$ cat config.mk
export PLATFORM = sky130hd
export DESIGN_NAME = ibuf_conditioner
export DESIGN_NICKNAME = d
export VERILOG_FILES = /design/src/rtl/ibuf_conditioner_pkg.sv /design/src/rtl/ibuf_cond_bit.sv /design/src/rtl/ibuf_conditioner.sv
export SDC_FILE = /design/constraint.sdc
export NUM_CORES = 1
export LEC_CHECK = 0
export ABC_AREA = 1
export CORE_ASPECT_RATIO = 1.1
export CORE_MARGIN = 3
export CORE_UTILIZATION = 30
export CTS_BUF_LIST = sky130_fd_sc_hd__clkbuf_4 sky130_fd_sc_hd__clkbuf_8
export CTS_CLUSTER_DIAMETER = 200
export DETAILED_ROUTE_END_ITERATION = 12
export PLACE_DENSITY_LB_ADDON = 0.05
export SYNTH_ARGS = -nofsm -noshare
export SYNTH_HDL_FRONTEND = slang
export SYNTH_HIERARCHICAL = 1
export SYNTH_SLANG_ARGS = --single-unit
$ cat constraint.sdc
create_clock -name clock -period 0.8 [get_ports clock]
set_input_delay 0.16 -clock clock [delete_from_list [all_inputs] [get_ports clock]]
set_output_delay 0.16 -clock clock [all_outputs]
set_load 0.03 [all_outputs]
$ cat src/rtl/ibuf_conditioner_pkg.sv
`default_nettype none
// ============================================================================
//  Module   : ibuf_conditioner_pkg
//  Purpose  : Shared defaults and helpers for the input-pad conditioner.
//             - DEF_* constants are the default parameter values.
//             - cnt_width() sizes the optional glitch-filter counter.
//  Options  : GLITCH_FILTER_EN (macro) enables the per-bit glitch filter.
//  Revision : 1.0  initial release
// ============================================================================
package ibuf_conditioner_pkg;

  localparam int DEF_WIDTH         = 8;
  localparam int DEF_SYNC_STAGES   = 2;
  localparam int DEF_FILTER_CYCLES = 4;

  // Width of a counter that must hold values 0..cycles.
  function automatic int cnt_width(input int cycles);
    return (cycles < 1) ? 1 : $clog2(cycles + 1);
  endfunction

endpackage : ibuf_conditioner_pkg
`default_nettype wire

$ cat src/rtl/ibuf_cond_bit.sv
`default_nettype none
// ============================================================================
//  Module   : ibuf_cond_bit
//  Purpose  : Conditions one asynchronous pad bit into the clock domain:
//             synchroniser chain, optional glitch filter, history flop and
//             one-cycle rise/fall strobes.
//  Ports    : clock      - system clock (posedge)
//             reset      - asynchronous, active-high reset
//             pad_in     - raw pad bit, asynchronous to clock
//             sync_out   - synchronised (optionally filtered) level
//             rise_pulse - high for the first cycle sync_out is 1 after 0
//             fall_pulse - high for the first cycle sync_out is 0 after 1
//  Options  : GLITCH_FILTER_EN (macro) adds the FILTER_CYCLES stability filter.
//  Revision : 1.0  initial release
// ============================================================================
module ibuf_cond_bit
  import ibuf_conditioner_pkg::*;
#(
  parameter int   SYNC_STAGES   = DEF_SYNC_STAGES,
  parameter logic RESET_LEVEL   = 1'b0,
  parameter int   FILTER_CYCLES = DEF_FILTER_CYCLES
) (
  input  logic clock,
  input  logic reset,
  input  logic pad_in,
  output logic sync_out,
  output logic rise_pulse,
  output logic fall_pulse
);

  logic [SYNC_STAGES-1:0] sync_q, sync_d;
  logic                   candidate;
  logic                   prev_q, prev_d;
  logic                   level;

  // Synchroniser: stage 0 samples the pad, the last stage is the candidate.
  always_comb begin
    sync_d = {sync_q[SYNC_STAGES-2:0], pad_in};
  end

  always_ff @(posedge clock or posedge reset) begin
    if (reset) sync_q <= {SYNC_STAGES{RESET_LEVEL}};
    else       sync_q <= sync_d;
  end

  assign candidate = sync_q[SYNC_STAGES-1];

`ifdef GLITCH_FILTER_EN
  localparam int CNT_W = cnt_width(FILTER_CYCLES);

  logic             filt_q, filt_d;
  logic [CNT_W-1:0] cnt_q, cnt_d;

  // The counter runs only while candidate disagrees with the filtered level;
  // on its FILTER_CYCLES-th consecutive disagreeing edge the level flips.
  always_comb begin
    filt_d = filt_q;
    cnt_d  = '0;
    if (candidate != filt_q) begin
      if (cnt_q == CNT_W'(FILTER_CYCLES - 1)) begin
        filt_d = candidate;
        cnt_d  = '0;
      end else begin
        cnt_d  = cnt_q + CNT_W'(1);
      end
    end
  end

  always_ff @(posedge clock or posedge reset) begin
    if (reset) begin
      filt_q <= RESET_LEVEL;
      cnt_q  <= '0;
    end else begin
      filt_q <= filt_d;
      cnt_q  <= cnt_d;
    end
  end

  assign level = filt_q;
`else
  // Filter length is only meaningful when the filter is built.
  logic unused_filter_cfg;
  assign unused_filter_cfg = (FILTER_CYCLES != 0);
  assign level             = candidate;
`endif

  // History flop: sync_out as seen one cycle ago.
  always_comb begin
    prev_d = level;
  end

  always_ff @(posedge clock or posedge reset) begin
    if (reset) prev_q <= RESET_LEVEL;
    else       prev_q <= prev_d;
  end

  assign sync_out   = level;
  assign rise_pulse =  level & ~prev_q;
  assign fall_pulse = ~level &  prev_q;

endmodule : ibuf_cond_bit
`default_nettype wire

$ cat src/rtl/ibuf_conditioner.sv
`default_nettype none
// ============================================================================
//  Module   : ibuf_conditioner
//  Purpose  : Input-pad conditioning at the FPGA boundary. Gives each pad a
//             raw combinational view, a clock-capable pass-through, and a
//             synchronised level with one-cycle edge strobes.
//  Ports    : clock      - system clock (posedge)
//             reset      - asynchronous, active-high reset
//             pad_in     - [WIDTH] raw pad inputs, asynchronous to clock
//             gclk_pad   - clock-capable pad input
//             raw_out    - [WIDTH] combinational copy of pad_in
//             gclk_out   - combinational copy of gclk_pad
//             sync_out   - [WIDTH] synchronised (optionally filtered) level
//             rise_pulse - [WIDTH] one-cycle 0->1 strobe per bit
//             fall_pulse - [WIDTH] one-cycle 1->0 strobe per bit
//  Options  : GLITCH_FILTER_EN (macro) enables the per-bit glitch filter.
//  Revision : 1.0  initial release
// ============================================================================
module ibuf_conditioner
  import ibuf_conditioner_pkg::*;
#(
  parameter int   WIDTH         = DEF_WIDTH,
  parameter int   SYNC_STAGES   = DEF_SYNC_STAGES,
  parameter logic RESET_LEVEL   = 1'b0,
  parameter int   FILTER_CYCLES = DEF_FILTER_CYCLES
) (
  input  logic             clock,
  input  logic             reset,
  input  logic [WIDTH-1:0] pad_in,
  input  logic             gclk_pad,
  output logic [WIDTH-1:0] raw_out,
  output logic             gclk_out,
  output logic [WIDTH-1:0] sync_out,
  output logic [WIDTH-1:0] rise_pulse,
  output logic [WIDTH-1:0] fall_pulse
);

  // Pure pass-throughs: valid regardless of clock or reset.
  assign raw_out  = pad_in;
  assign gclk_out = gclk_pad;

  // Bits are conditioned independently; no cross-bit coherency.
  for (genvar i = 0; i < WIDTH; i++) begin : g_bit
    ibuf_cond_bit #(
      .SYNC_STAGES   (SYNC_STAGES),
      .RESET_LEVEL   (RESET_LEVEL),
      .FILTER_CYCLES (FILTER_CYCLES)
    ) u_bit (
      .clock      (clock),
      .reset      (reset),
      .pad_in     (pad_in[i]),
      .sync_out   (sync_out[i]),
      .rise_pulse (rise_pulse[i]),
      .fall_pulse (fall_pulse[i])
    );
  end : g_bit

endmodule : ibuf_conditioner
`default_nettype wire

==> results_dict.tcl <==
set metrics [dict create \
    cts_tree "built" \
    hp-class "input pin to flop" \
    critPathMaxStageDelay_ns 0.47 \
    htreeDepth 1 \
    num_rows 19 \
    arrival_ns 1.02 \
    grt_first_pass_wirelength_mm 2.697 \
    placedCellCount 138 \
    setup_viol 24 \
    netlist_area_um2 818.3 \
    fin_crit_ns 1.175 \
    clockBufferDepth 2 \
    slew-limit-headroom_pct 78.72 \
    hpwlAfterDp_mm 1.139 \
    ys.warnings.count 6 \
    finClkSkew_ns 0.001851 \
    cp_num_buf_inv 2 \
    die_w_um 55.80 \
    ys_ff_latch 24 \
    grt_pass1_vias 625 \
    critical_path.top_delay_family "flip-flops" \
    die_y_um 60.78 \
    finalWirelength_mm 1.474 \
    powerDensity_nw_per_um2 1757 \
    fmax_ghz 0.8510 \
    timing.hold.ws_ns 0.1221 \
    worst_path_max_delay_cell "dfrtp_2" \
    yosysSeqAreaShare_pct 73.39 \
    path_cells "inv_2 -> nor2_4 -> buf_6" \
    slew_viol_final 0 \
    fin_crit_sh_pct 146.9 \
    pre_cts_ws_ns -0.1736 \
    p_int_mw 1.779 \
    clk_pin_slew_worst_paths_ns 0.12 \
    seqPwrFrac_pct 54.6 \
    root_buffer "clkbuf_4" \
    grt-ovfl-total 0 \
    grt_max_degree 14 \
    io_pins 44 \
    drt-pass1-iter-count 2 \
    critPathCaptureType "output port" \
    crit_path_start_kind "flop" \
    area_delta_synth_final_pct 71.56 \
    rsz0062_at_grt "true" \
    fin_tns_setup_ns -8.174 \
    nNetsFinal 123 \
    port_buffers 41 \
    post_drt_via_cell_ratio 4.014 \
    syn_area_per_cell_um2 11.21 \
    clkSinkCount 24 \
    layout.cells.non_filler 142 \
    cp_max_fo 4 \
    worst_pin_slew_ns 0.3183 \
    first_iter_violations 10 \
    route.detailed.drc 0 \
    gp_congestion 0.6284 \
    drive_above_1_share_pct 70.27 \
    hold_violations 0 \
    status "finished, violations left" \
    violations "negative setup slack" \
    crit_type "flop to output port" \
    grt_antenna_before_repair 0 \
    start_util_pct 32.17 \
    final.setup.worst_slack_ns -0.3751 \
    synthCells 73 \
    grtUsageTotal_pct 10.42 \
    worstSkewPairLatency_ns 0.30 \
    combPwrFrac_pct 21.0 \
    postLayoutCellArea_um2 1404 \
    coreArea_um2 2544 \
    clock_power_share_pct 24.4 \
    cellLeakagePower_nw 0.6941 \
    antenna_left 0 \
    synth_cell_types 4 \
    diodes 0 \
    switching_power_uw 688.2 \
    cap_violations 0 \
    swShare_pct 27.89 \
    worstPathRequired_ns 0.64 \
    ff2ff_setup_slack_ns 0.21 \
    numCtsBuffers 3 \
    cts_setup_buffers 0 \
    wl_per_cell_um 10.38 \
    vdd.ir_drop.worst_uv 1139 \
    placed_area_um2 1265 \
    dieArea_um2 3391 \
    synth_nets 84 \
    via_count 570 \
]
metal layers:
layer / track usage (%) / vias up / wire [µm]
li1: - / 265 / -
met1: 12.43 / 282 / 537
met2: 17.23 / 21 / 804
met5: 0 / - / 0
met4: 7.292 / 0 / 17
met3: 2.128 / 2 / 115
synthesized netlist by cell type:
cell type | instances | area share [%]
buf_4 | 9 | 8.3
inv_1 | 24 | 11
nor2_1 | 16 | 7.3
dfrtp_1 | 24 | 73
worst paths after layout:
path / start / end / cells after the start
worst max-delay path: g_bit[0].u_bit/sync_q[1] / rise_pulse[0] / 3
worst min-delay path: pad_in[6] / g_bit[6].u_bit/sync_q[0] / 1
worst max register to register: g_bit[1].u_bit/sync_q[1] / g_bit[1].u_bit/prev_q / 0
worst min register to register: g_bit[0].u_bit/sync_q[0] / g_bit[0].u_bit/sync_q[1] / 0
max in group asynchronous: reset / g_bit[2].u_bit/sync_q[1] / 2
min in group asynchronous: reset / g_bit[1].u_bit/sync_q[0] / 2
cells in the final DEF, fill, tap and decap left out, drive strengths merged:
cell	instances
buf	34
clkdlybuf4s50	1
dfrtp	24
clkbuf	4
inv	24
dlygate4sd2	8
nor2	16
kinds of logic after synthesis:
kind of cell,synth area share [%]
simple gates,7.340
buf+inv,19.27
flops,73.39
final cells by class:
cell class | count | area, µm²
Sequential cell | 24 | 610.6
Multi-Input combinational cell | 16 | 180.2
Timing Repair Buffer | 43 | 447.9
Tap cell | 31 | 38.79
Fill cell | 237 | 1140
Clock buffer | 4 | 36.28
Inverter | 24 | 90.09
power groups by stage:
stage               Combinational (mW)  Clock, mW  Sequential [mW]
floorplan                        0.273          0             1.40
CTS                              0.519      0.647             1.35
finish                           0.518      0.603             1.35
detailed placement               0.477          0             1.37
global route                     0.553      0.689             1.36
global placement                 0.473          0             1.36
per-stage QoR:
stage          utilization [%]  power (mW)
2_1_floorplan                -       1.671
3_5_place_dp             49.73       1.842
4_1_cts                  54.60       2.512
5_1_grt                  55.19       2.600
3_3_place_gp             49.73       1.834
6_report                 55.19       2.467
state kept, by name (all words and copies together), names as in the netlist:
signal              count
g_bit.u_bit/sync_q     16
g_bit.u_bit/prev_q      8
timing repair:
item                       4_1_cts  5_1_grt
gates resized for setup         41        5
hold buffers                     0        0
setup endpoints to repair       32       24
pin swaps                       10        2
Power figures use the tool's default switching activity.
